--- src/rtl/shift_pkg.sv ---
// Shared types and helpers for the ALU shift issue path (operand width, opcodes, bit reversal).
// Latency: none, declarations only.
// Backpressure: none, declarations only. SHIFT_ROT_EN enables the rotate opcodes in shift_core.
package shift_pkg;

   localparam int SHIFT_W = 32;

   typedef enum logic [2:0] {
      SH_SLL = 3'd0,
      SH_SRL = 3'd1,
      SH_SRA = 3'd2,
      SH_ROR = 3'd3,
      SH_ROL = 3'd4
   } shift_op_t;

   // Request payload held in the first stage. The opcode is kept raw so that
   // illegal codes 5..7 travel to the decoder untouched.
   typedef struct packed {
      logic [2:0]         op;
      logic [SHIFT_W-1:0] data;
      logic [4:0]         shamt;
   } shift_req_t;

   // Mirror a word end for end so the right shifter can also do left shifts.
   function automatic logic [SHIFT_W-1:0] bit_rev32(input logic [SHIFT_W-1:0] x);
      logic [SHIFT_W-1:0] r;
      for (int i = 0; i < SHIFT_W; i++) begin
         r[i] = x[SHIFT_W-1-i];
      end
      return r;
   endfunction

endpackage

--- src/rtl/shift_core.sv ---
// Combinational shift datapath: opcode decode, bit reversal around right shifter(s), illegal-op flag.
// Latency: zero cycles, purely combinational.
// Backpressure: none; SHIFT_ROT_EN adds a second right shifter for ROR/ROL, otherwise opcodes 3/4 are illegal.
module shift_core
   import shift_pkg::*;
(
   input  logic [2:0]         op,
   input  logic [SHIFT_W-1:0] data,
   input  logic [4:0]         shamt,
   output logic [SHIFT_W-1:0] res,
   output logic               err
);

   logic [SHIFT_W-1:0] rev_data;
   logic [SHIFT_W-1:0] pri_in;
   logic               pri_fill;
   logic [SHIFT_W-1:0] pri_out;

   assign rev_data = bit_rev32(data);

   // Primary shifter input select: left-going ops feed the reversed operand, SRA picks the sign as fill.
   always_comb begin
      pri_in   = data;
      pri_fill = 1'b0;
      case (op)
         SH_SLL:  pri_in   = rev_data;
         SH_SRA:  pri_fill = data[SHIFT_W-1];
`ifdef SHIFT_ROT_EN
         SH_ROL:  pri_in   = rev_data;
`endif
         default: ;
      endcase
   end

   // Right shifter; a ones fill is produced by shifting the complement and complementing back.
   assign pri_out = pri_fill ? ~((~pri_in) >> shamt) : (pri_in >> shamt);

`ifdef SHIFT_ROT_EN
   logic [4:0]         sec_amt;
   logic [SHIFT_W-1:0] sec_in;
   logic [SHIFT_W-1:0] sec_out;
   logic [SHIFT_W-1:0] rot_term;

   // The wrap-around part of a rotate is a shift by (32 - shamt) mod 32 in the opposite direction.
   assign sec_amt = 5'd0 - shamt;
   assign sec_in  = (op == SH_ROR) ? rev_data : data;
   assign sec_out = sec_in >> sec_amt;

   // Wrap term is empty for shamt 0: the primary shifter already returns the whole word.
   always_comb begin
      rot_term = '0;
      if (shamt != 5'd0) begin
         rot_term = (op == SH_ROR) ? bit_rev32(sec_out) : sec_out;
      end
   end
`endif

   // Result assembly and illegal-op flagging; illegal ops return zero data.
   always_comb begin
      res = '0;
      err = 1'b0;
      case (op)
         SH_SLL:         res = bit_rev32(pri_out);
         SH_SRL, SH_SRA: res = pri_out;
`ifdef SHIFT_ROT_EN
         SH_ROR:         res = pri_out | rot_term;
         SH_ROL:         res = bit_rev32(pri_out) | rot_term;
`endif
         default:        err = 1'b1;
      endcase
   end

endmodule

--- src/rtl/shift_issue_stage.sv ---
// Two-stage issue pipeline for shift requests: S1 registers the request, S2 registers the shift_core result.
// Latency: accept at cycle N gives rsp_valid at N+2; one request per cycle sustained while rsp_ready is high.
// Backpressure: req_ready = !s1_valid | !s2_valid | rsp_ready (combinational through both stages); SHIFT_ROT_EN enables ROR/ROL.
module shift_issue_stage
   import shift_pkg::*;
#(
   parameter int TAG_W = 4,
   parameter int CNT_W = 16
)
(
   input  logic                clk,
   input  logic                rst,
   input  logic                req_valid,
   output logic                req_ready,
   input  logic [2:0]          req_op,
   input  logic [SHIFT_W-1:0]  req_data,
   input  logic [4:0]          req_shamt,
   input  logic [TAG_W-1:0]    req_tag,
   output logic                rsp_valid,
   input  logic                rsp_ready,
   output logic [SHIFT_W-1:0]  rsp_data,
   output logic [TAG_W-1:0]    rsp_tag,
   output logic                rsp_err,
   output logic                busy,
   output logic [CNT_W-1:0]    ops_done
);

   logic               s1_valid;
   shift_req_t         s1_req;
   logic [TAG_W-1:0]   s1_tag;
   logic               s2_valid;
   logic               s1_adv;
   logic               s2_adv;
   logic [SHIFT_W-1:0] core_res;
   logic               core_err;

   // A stage may take new contents when it is empty or its current contents leave this cycle.
   assign s2_adv    = !s2_valid | rsp_ready;
   assign s1_adv    = !s1_valid | s2_adv;
   assign req_ready = s1_adv & !rst;

   assign rsp_valid = s2_valid;
   assign busy      = s1_valid | s2_valid;

   shift_core u_core (
      .op    (s1_req.op),
      .data  (s1_req.data),
      .shamt (s1_req.shamt),
      .res   (core_res),
      .err   (core_err)
   );

   // S1: capture an accepted request; drop valid when contents move on without a replacement.
   always_ff @(posedge clk) begin
      if (rst) begin
         s1_valid <= 1'b0;
         s1_req   <= '0;
         s1_tag   <= '0;
      end else if (s1_adv) begin
         s1_valid <= req_valid;
         if (req_valid) begin
            s1_req.op    <= req_op;
            s1_req.data  <= req_data;
            s1_req.shamt <= req_shamt;
            s1_tag       <= req_tag;
         end
      end
   end

   // S2: capture the shift result; contents are frozen while stalled so rsp fields stay stable.
   always_ff @(posedge clk) begin
      if (rst) begin
         s2_valid <= 1'b0;
         rsp_data <= '0;
         rsp_tag  <= '0;
         rsp_err  <= 1'b0;
      end else if (s2_adv) begin
         s2_valid <= s1_valid;
         if (s1_valid) begin
            rsp_data <= core_res;
            rsp_tag  <= s1_tag;
            rsp_err  <= core_err;
         end
      end
   end

   // Completed-response counter, wraps naturally at its width.
   always_ff @(posedge clk) begin
      if (rst) begin
         ops_done <= '0;
      end else if (s2_valid && rsp_ready) begin
         ops_done <= ops_done + 1'b1;
      end
   end

endmodule
--- config.mk ---
export PLATFORM = sky130hd
export DESIGN_NAME = shift_issue_stage
export DESIGN_NICKNAME = d
export VERILOG_FILES = /design/src/rtl/shift_pkg.sv /design/src/rtl/shift_core.sv /design/src/rtl/shift_issue_stage.sv
export SDC_FILE = /design/constraint.sdc
export NUM_CORES = 1
export LEC_CHECK = 0
export ABC_AREA = 1
export CAP_MARGIN = 20
export CORE_UTILIZATION = 35
export CTS_BUF_LIST = sky130_fd_sc_hd__clkbuf_4 sky130_fd_sc_hd__clkbuf_8
export DETAILED_ROUTE_END_ITERATION = 12
export GPL_TIMING_DRIVEN = 0
export SLEW_MARGIN = 10
export SYNTH_ARGS = -nofsm -noshare
export SYNTH_HDL_FRONTEND = slang
export SYNTH_SLANG_ARGS = --single-unit
--- constraint.sdc ---
create_clock -name clk -period 2 [get_ports clk]
set_input_delay 0.2 -clock clk [delete_from_list [all_inputs] [get_ports clk]]
set_output_delay 0.2 -clock clk [all_outputs]
set_load 0.01 [all_outputs]
==> impl_metrics.json, run 1 <==
{
  "synth_cells": 1089,
  "min_path_type": "in -> reg",
  "powerDensity_nw_per_um2": 662,
  "place_worst_setup_slack_ps": -388,
  "netlist_area_um2": 6560,
  "fin_crit_sh_pct": 108,
  "finalClockSkew_ps": 17.8,
  "tritoncts": "yes",
  "synth_top_area_cell": "dfxtp_1",
  "cts_sinks": 99,
  "cts-htree-levels": 3,
  "grt_max_degree": 22,
  "fin_ws_ps": -166,
  "rsz0062_at_grt": "true",
  "port_buffers": 102,
  "start_kind": "flip-flop",
  "die_height_um": 139,
  "synth_warnings": 0,
  "antenna_found_initial": 0,
  "die_area_um2": 19300,
  "globalplace.congestion": 0.964,
  "cts_buffers": 9,
  "grt_pass1_vias": 7660,
  "synth.area.top_cells": "dfxtp_1, nand3_1, nand2_1",
  "mostFrequentLayoutCells": "nand2_1, nand3_1, nand3_2",
  "maxSlewHeadroom_pct": 52.8,
  "finalSetupTns_ps": -3410,
  "placed_cell_area_um2": 7870,
  "setup.worst_path.end_class": "flip-flop",
  "syn-num-nets": 1138,
  "violations": "design-rule violations, negative setup slack",
  "drtIter0Drc": 828,
  "outcome": "finished, violations left",
  "stdcell_count": 1451,
  "synth_top_area_share_pct": 30.2,
  "ys_ff_latch": 99,
  "n_antenna_cell": 0,
  "start_util_pct": 36.1,
  "p_leak_nw": 3.85,
  "drv_cap": 0,
  "timing.fmax_mhz": 462,
  "vias": 8194,
  "slew_viol_final": 0,
  "final_common_cell": "nand2_1",
  "worstPathMaxFanout": 5,
  "routed_wl_um": 26500,
  "cts.clk_slew.worst_paths_ps": 120,
  "grtUsageTotal_pct": 27.6,
  "clockBufferDepth": 2,
  "nets": 1266,
  "avgSynthCellArea_um2": 6.02,
  "setup.worst_path.class": "reg -> reg",
  "ant_nets": 0,
  "setup_violations": 32,
  "drc": 2,
  "worstMarginPinSlew_ps": 708,
  "ys_seq_area_share_pct": 30.2,
  "design_area_um2": 9440,
  "coreArea_um2": 18100,
  "arrival_ps": 2510,
  "die_w_um": 139,
  "dpl.hpwl_um": 19700,
  "grt_overflow_total": 0,
  "syn_to_final_growth_pct": 43.9,
  "rows": 49,
  "routedWlPerCell_um": 18.3,
  "cts_root_buf": "clkbuf_8",
  "peakVddDrop_v": 0.000326,
  "yosysUniqueCellTypes": 35,
  "min_period_ps": 2170,
  "dp_cells": 1420,
  "drive_gt1_share_pct": 27.3,
  "clock_latency_ps": 410,
  "grt_pass1_wl_um": 41900,
  "num_io_pins": 104,
  "firstDrtPassIters": 12,
  "viasPerCell": 5.65,
  "hold_violations": 0,
  "crit_required_ps": 2350
}
-- power breakdown --
group          switching (W)  internal [W]  total [W]
Sequential         0.0000648       0.00208    0.00215
Clock               0.000891      0.000508    0.00140
Combinational        0.00174      0.000958    0.00270
-- timing repair --
| action | in CTS | in global routing |
|---|---|---|
| gates cloned | 1 | 0 |
| setup endpoints to repair | 44 | 83 |
| pin swaps | 54 | 21 |
| resized for setup | 218 | 107 |
| hold buffers | 0 | 0 |
| setup buffers | 11 | 5 |
-- Yosys cell counts --
| cell type | n |
|---|---|
| a21oi_1 | 88 |
| and3_1 | 1 |
| buf_1 | 8 |
| buf_2 | 15 |
| buf_4 | 3 |
| buf_6 | 2 |
| clkbuf_1 | 52 |
| clkinv_1 | 13 |
| dfxtp_1 | 99 |
| ha_1 | 1 |
| inv_1 | 59 |
| inv_2 | 3 |
| nand2_1 | 268 |
| nand2_2 | 7 |
| nand2_4 | 1 |
| nand3_1 | 301 |
| nand3_2 | 3 |
| nand4_1 | 41 |
| nor2_1 | 34 |
| nor2_2 | 2 |
| nor2_4 | 1 |
| nor3_1 | 6 |
| nor3_2 | 2 |
| nor3b_1 | 2 |
| nor4_1 | 2 |
| o211ai_1 | 2 |
| o21a_1 | 2 |
| o21ai_0 | 58 |
| o21ai_1 | 4 |
| o21ai_2 | 2 |
| o22ai_1 | 1 |
| or2_1 | 1 |
| or2_2 | 2 |
| xnor2_1 | 1 |
| xor2_1 | 2 |
-- per-stage QoR --
step                      hold WS [ps]  power [W]  util (%)
after global routing               186    0.00659      52.0
after global placement             451    0.00426      43.4
after floorplan                    360    0.00353         -
after detailed placement           455    0.00425      43.4
final                              179    0.00625      52.0
after CTS                          172    0.00604      49.7
-- layout make-up --
| type | instances | area, um2 |
|---|---|---|
| multi-input cells | 835 | 5040 |
| flip-flops and latches | 99 | 1990 |
| plain buffers | 78 | 440 |
| well taps | 229 | 287 |
| fillers | 1864 | 8700 |
| clock buffers | 9 | 124 |
| repair buffers | 119 | 1180 |
| clock inverters | 7 | 88.8 |
| inverters | 75 | 293 |
-- per-layer routing --
| metal | GRT usage (%) | routed length [um] | vias to the layer above |
|---|---|---|---|
| met5 | 0 | 0 | - |
| met4 | 9.42 | 770 | 0 |
| met3 | 4.94 | 2030 | 65 |
| met2 | 42.5 | 11800 | 361 |
| met1 | 38.6 | 11900 | 3806 |
| li1 | - | - | 3962 |
-- sequential cells by signal (all words and copies together) (netlist names) --
name / count
ops_done: 16
rsp_data: 32
rsp_err: 1
rsp_tag: 4
rsp_valid: 1
s1_req: 40
s1_tag: 4
s1_valid: 1
-- path summary, 6_finish.rpt --
check        slack, ps  depth (start not counted)      endpoint         start
max               -170                         15  rsp_data[13]    s1_req[39]
min reg2reg        470                          2  rsp_data[15]  rsp_data[15]
min                180                          2   ops_done[2]           rst
max reg2reg       -170                         15  rsp_data[13]    s1_req[39]
-- critical path, stage by stage, from the launching register on --
cell and delay (ps):
dfxtp_2 350, nor2_4 180, nand2_4 130, buf_6 150
o21ai_4 180, buf_4 150, nand3_1 100, nand2_1 120
nand2_2 80, o21ai_2 170, o21ai_2 100, nand2_2 80
nand3_1 70, nand2_1 90, nand2_1 50, a21oi_1 120
-- cells by family after synthesis --
| group | after synthesis | synth area share (%) |
|---|---|---|
| compound gates | 157 | 12.3 |
| xor+xnor | 3 | 0.401 |
| fa+ha+maj | 1 | 0.191 |
| buf+inv | 155 | 9.56 |
| flops | 99 | 30.2 |
| simple gates | 674 | 47.4 |
Power figures use the tool's default switching activity.
==> run 2: changes to the inputs <==
- RECOVER_POWER: not set -> 100
==> impl_metrics.json, run 2 (synthesis results as in run 1) <==
{
  "outcome": "finished, violations left",
  "violations": "design-rule violations, negative setup slack",
  "vias": 8236,
  "setup.worst_path.end_class": "flip-flop",
  "cpPeakStageDelay_ps": 350,
  "powerDensity_nw_per_um2": 660,
  "die_height_um": 139,
  "min_period_ps": 2170,
  "place_worst_setup_slack_ps": -388,
  "cts-htree-levels": 3,
  "top_regs": "s1_req x40, rsp_data x32, ops_done x16",
  "rows": 49,
  "ant_nets": 0,
  "setup.worst_path.class": "reg -> reg",
  "largest_reg_flops": 40,
  "coreArea_um2": 18100,
  "cts_buffers": 9,
  "firstDrtPassIters": 12,
  "globalplace.congestion": 0.964,
  "max_flop_register": "s1_req",
  "port_buffers": 102,
  "clock_latency_ps": 410,
  "grt_pass1_vias": 7660,
  "drv_cap": 0,
  "grt_pass1_wl_um": 41900,
  "worstPathMaxFanout": 5,
  "slowest_stage": "dfxtp_2",
  "cts_root_buf": "clkbuf_8",
  "rsz0062_at_grt": "true",
  "die_area_um2": 19300,
  "cts_hold_buffers": 0,
  "drive_gt1_share_pct": 26.9,
  "clockBufferDepth": 2,
  "crit_required_ps": 2350,
  "grt_overflow_total": 0,
  "syn_to_final_growth_pct": 43.7,
  "tritoncts": "yes",
  "slew_viol_final": 0,
  "drc": 2,
  "fin_crit_sh_pct": 108,
  "peakVddDrop_v": 0.000323,
  "stdcell_count": 1451,
  "worstMarginPinSlew_ps": 743,
  "n_antenna_cell": 0,
  "min_path_type": "in -> reg",
  "hold_violations": 0,
  "routedWlPerCell_um": 18.2,
  "cts.clk_slew.worst_paths_ps": 120,
  "start_util_pct": 36.1,
  "fin_ws_ps": -167,
  "worst_path_most_repeated_cell": "nand2_1",
  "cts_sinks": 99,
  "start_kind": "flip-flop",
  "drtIter0Drc": 848,
  "post-route-util_pct": 51.9,
  "final_common_cell": "nand2_1",
  "finalClockSkew_ps": 18.2,
  "mostFrequentLayoutCells": "nand2_1, nand3_1, nand3_2",
  "antenna_found_initial": 0,
  "nets": 1266,
  "arrival_ps": 2510,
  "setup_violations": 32,
  "routed_wl_um": 26400,
  "die_w_um": 139,
  "timing.fmax_mhz": 461,
  "dpl.hpwl_um": 19700,
  "grt_max_degree": 22,
  "dp_cells": 1420,
  "p_leak_nw": 4.01,
  "maxSlewHeadroom_pct": 50.5,
  "grtUsageTotal_pct": 27.6,
  "num_io_pins": 104,
  "worstPathCellList": "nor2_4 -> nand2_4 -> buf_6 -> o21ai_4 -> buf_4 -> nand3_1 -> nand2_1 -> nand2_2 -> o21ai_2 -> o21ai_2 -> nand2_2 -> nand3_1 -> nand2_1 -> nand2_1 -> a21oi_1",
  "viasPerCell": 5.68
}
-- run 2: layer usage --
layer  track usage (%)  vias to the layer above  wire, um
li1                  -                     3969         -
met1              38.6                     3856     11900
met2              42.5                      351     11700
met3              4.94                       60      2090
met4              9.42                        0       756
met5                 0                        -         0
-- run 2: power breakdown --
| group | leakage [nW] | switching [W] | internal (W) |
|---|---|---|---|
| logic | 3.09 | 0.00174 | 0.000941 |
| registers | 0.813 | 0.0000629 | 0.00208 |
| clock network | 0.106 | 0.000890 | 0.000508 |
| total | 4.01 | 0.00269 | 0.00353 |
-- run 2: layout make-up --
class                      instances  area, um2
clock buffer                       9        124
sequential                        99       1980
fill                            1868       8720
clock inverter                     7       88.8
multi-input combinational        835       5030
tap                              229        287
buffer                            78        439
timing repair buffer             119       1180
inverter                          75        293
-- run 2: timing repair --
item,CTS,global route
resized for setup,218,107
setup endpoints to repair,44,83
setup buffers,11,5
pin swaps,54,21
gates cloned,1,0
-- run 2: path summary, 6_finish.rpt --
path                                    from      endpoint  slack (ps)  cells past startpoint
worst min register to register  rsp_data[15]  rsp_data[15]         470                      2
worst min-delay path                     rst   ops_done[2]         180                      2
worst max-delay path              s1_req[39]  rsp_data[13]        -170                     15
worst max register to register    s1_req[39]  rsp_data[13]        -170                     15
-- run 2: worst max-delay path: cells and delay by family, from the launching register on --
| kind | cells | cell delay, ps |
|---|---|---|
| AO/OA/AOI/OAI | 4 | 570 |
| buffers and inverters | 2 | 300 |
| flip-flops | 1 | 350 |
| AND/OR/NAND/NOR | 9 | 900 |
-- run 2: per-stage QoR --
step	total power (W)	area (um2)	hold WS (ps)	setup TNS, ps
after floorplan	0.00353	6560	360	0
after global placement	0.00426	7870	451	-19240
after detailed placement	0.00425	7870	455	-20920
after CTS	0.00604	9020	172	-1510
after global routing	0.00657	9430	186	-10170
final	0.00622	9430	182	-3510
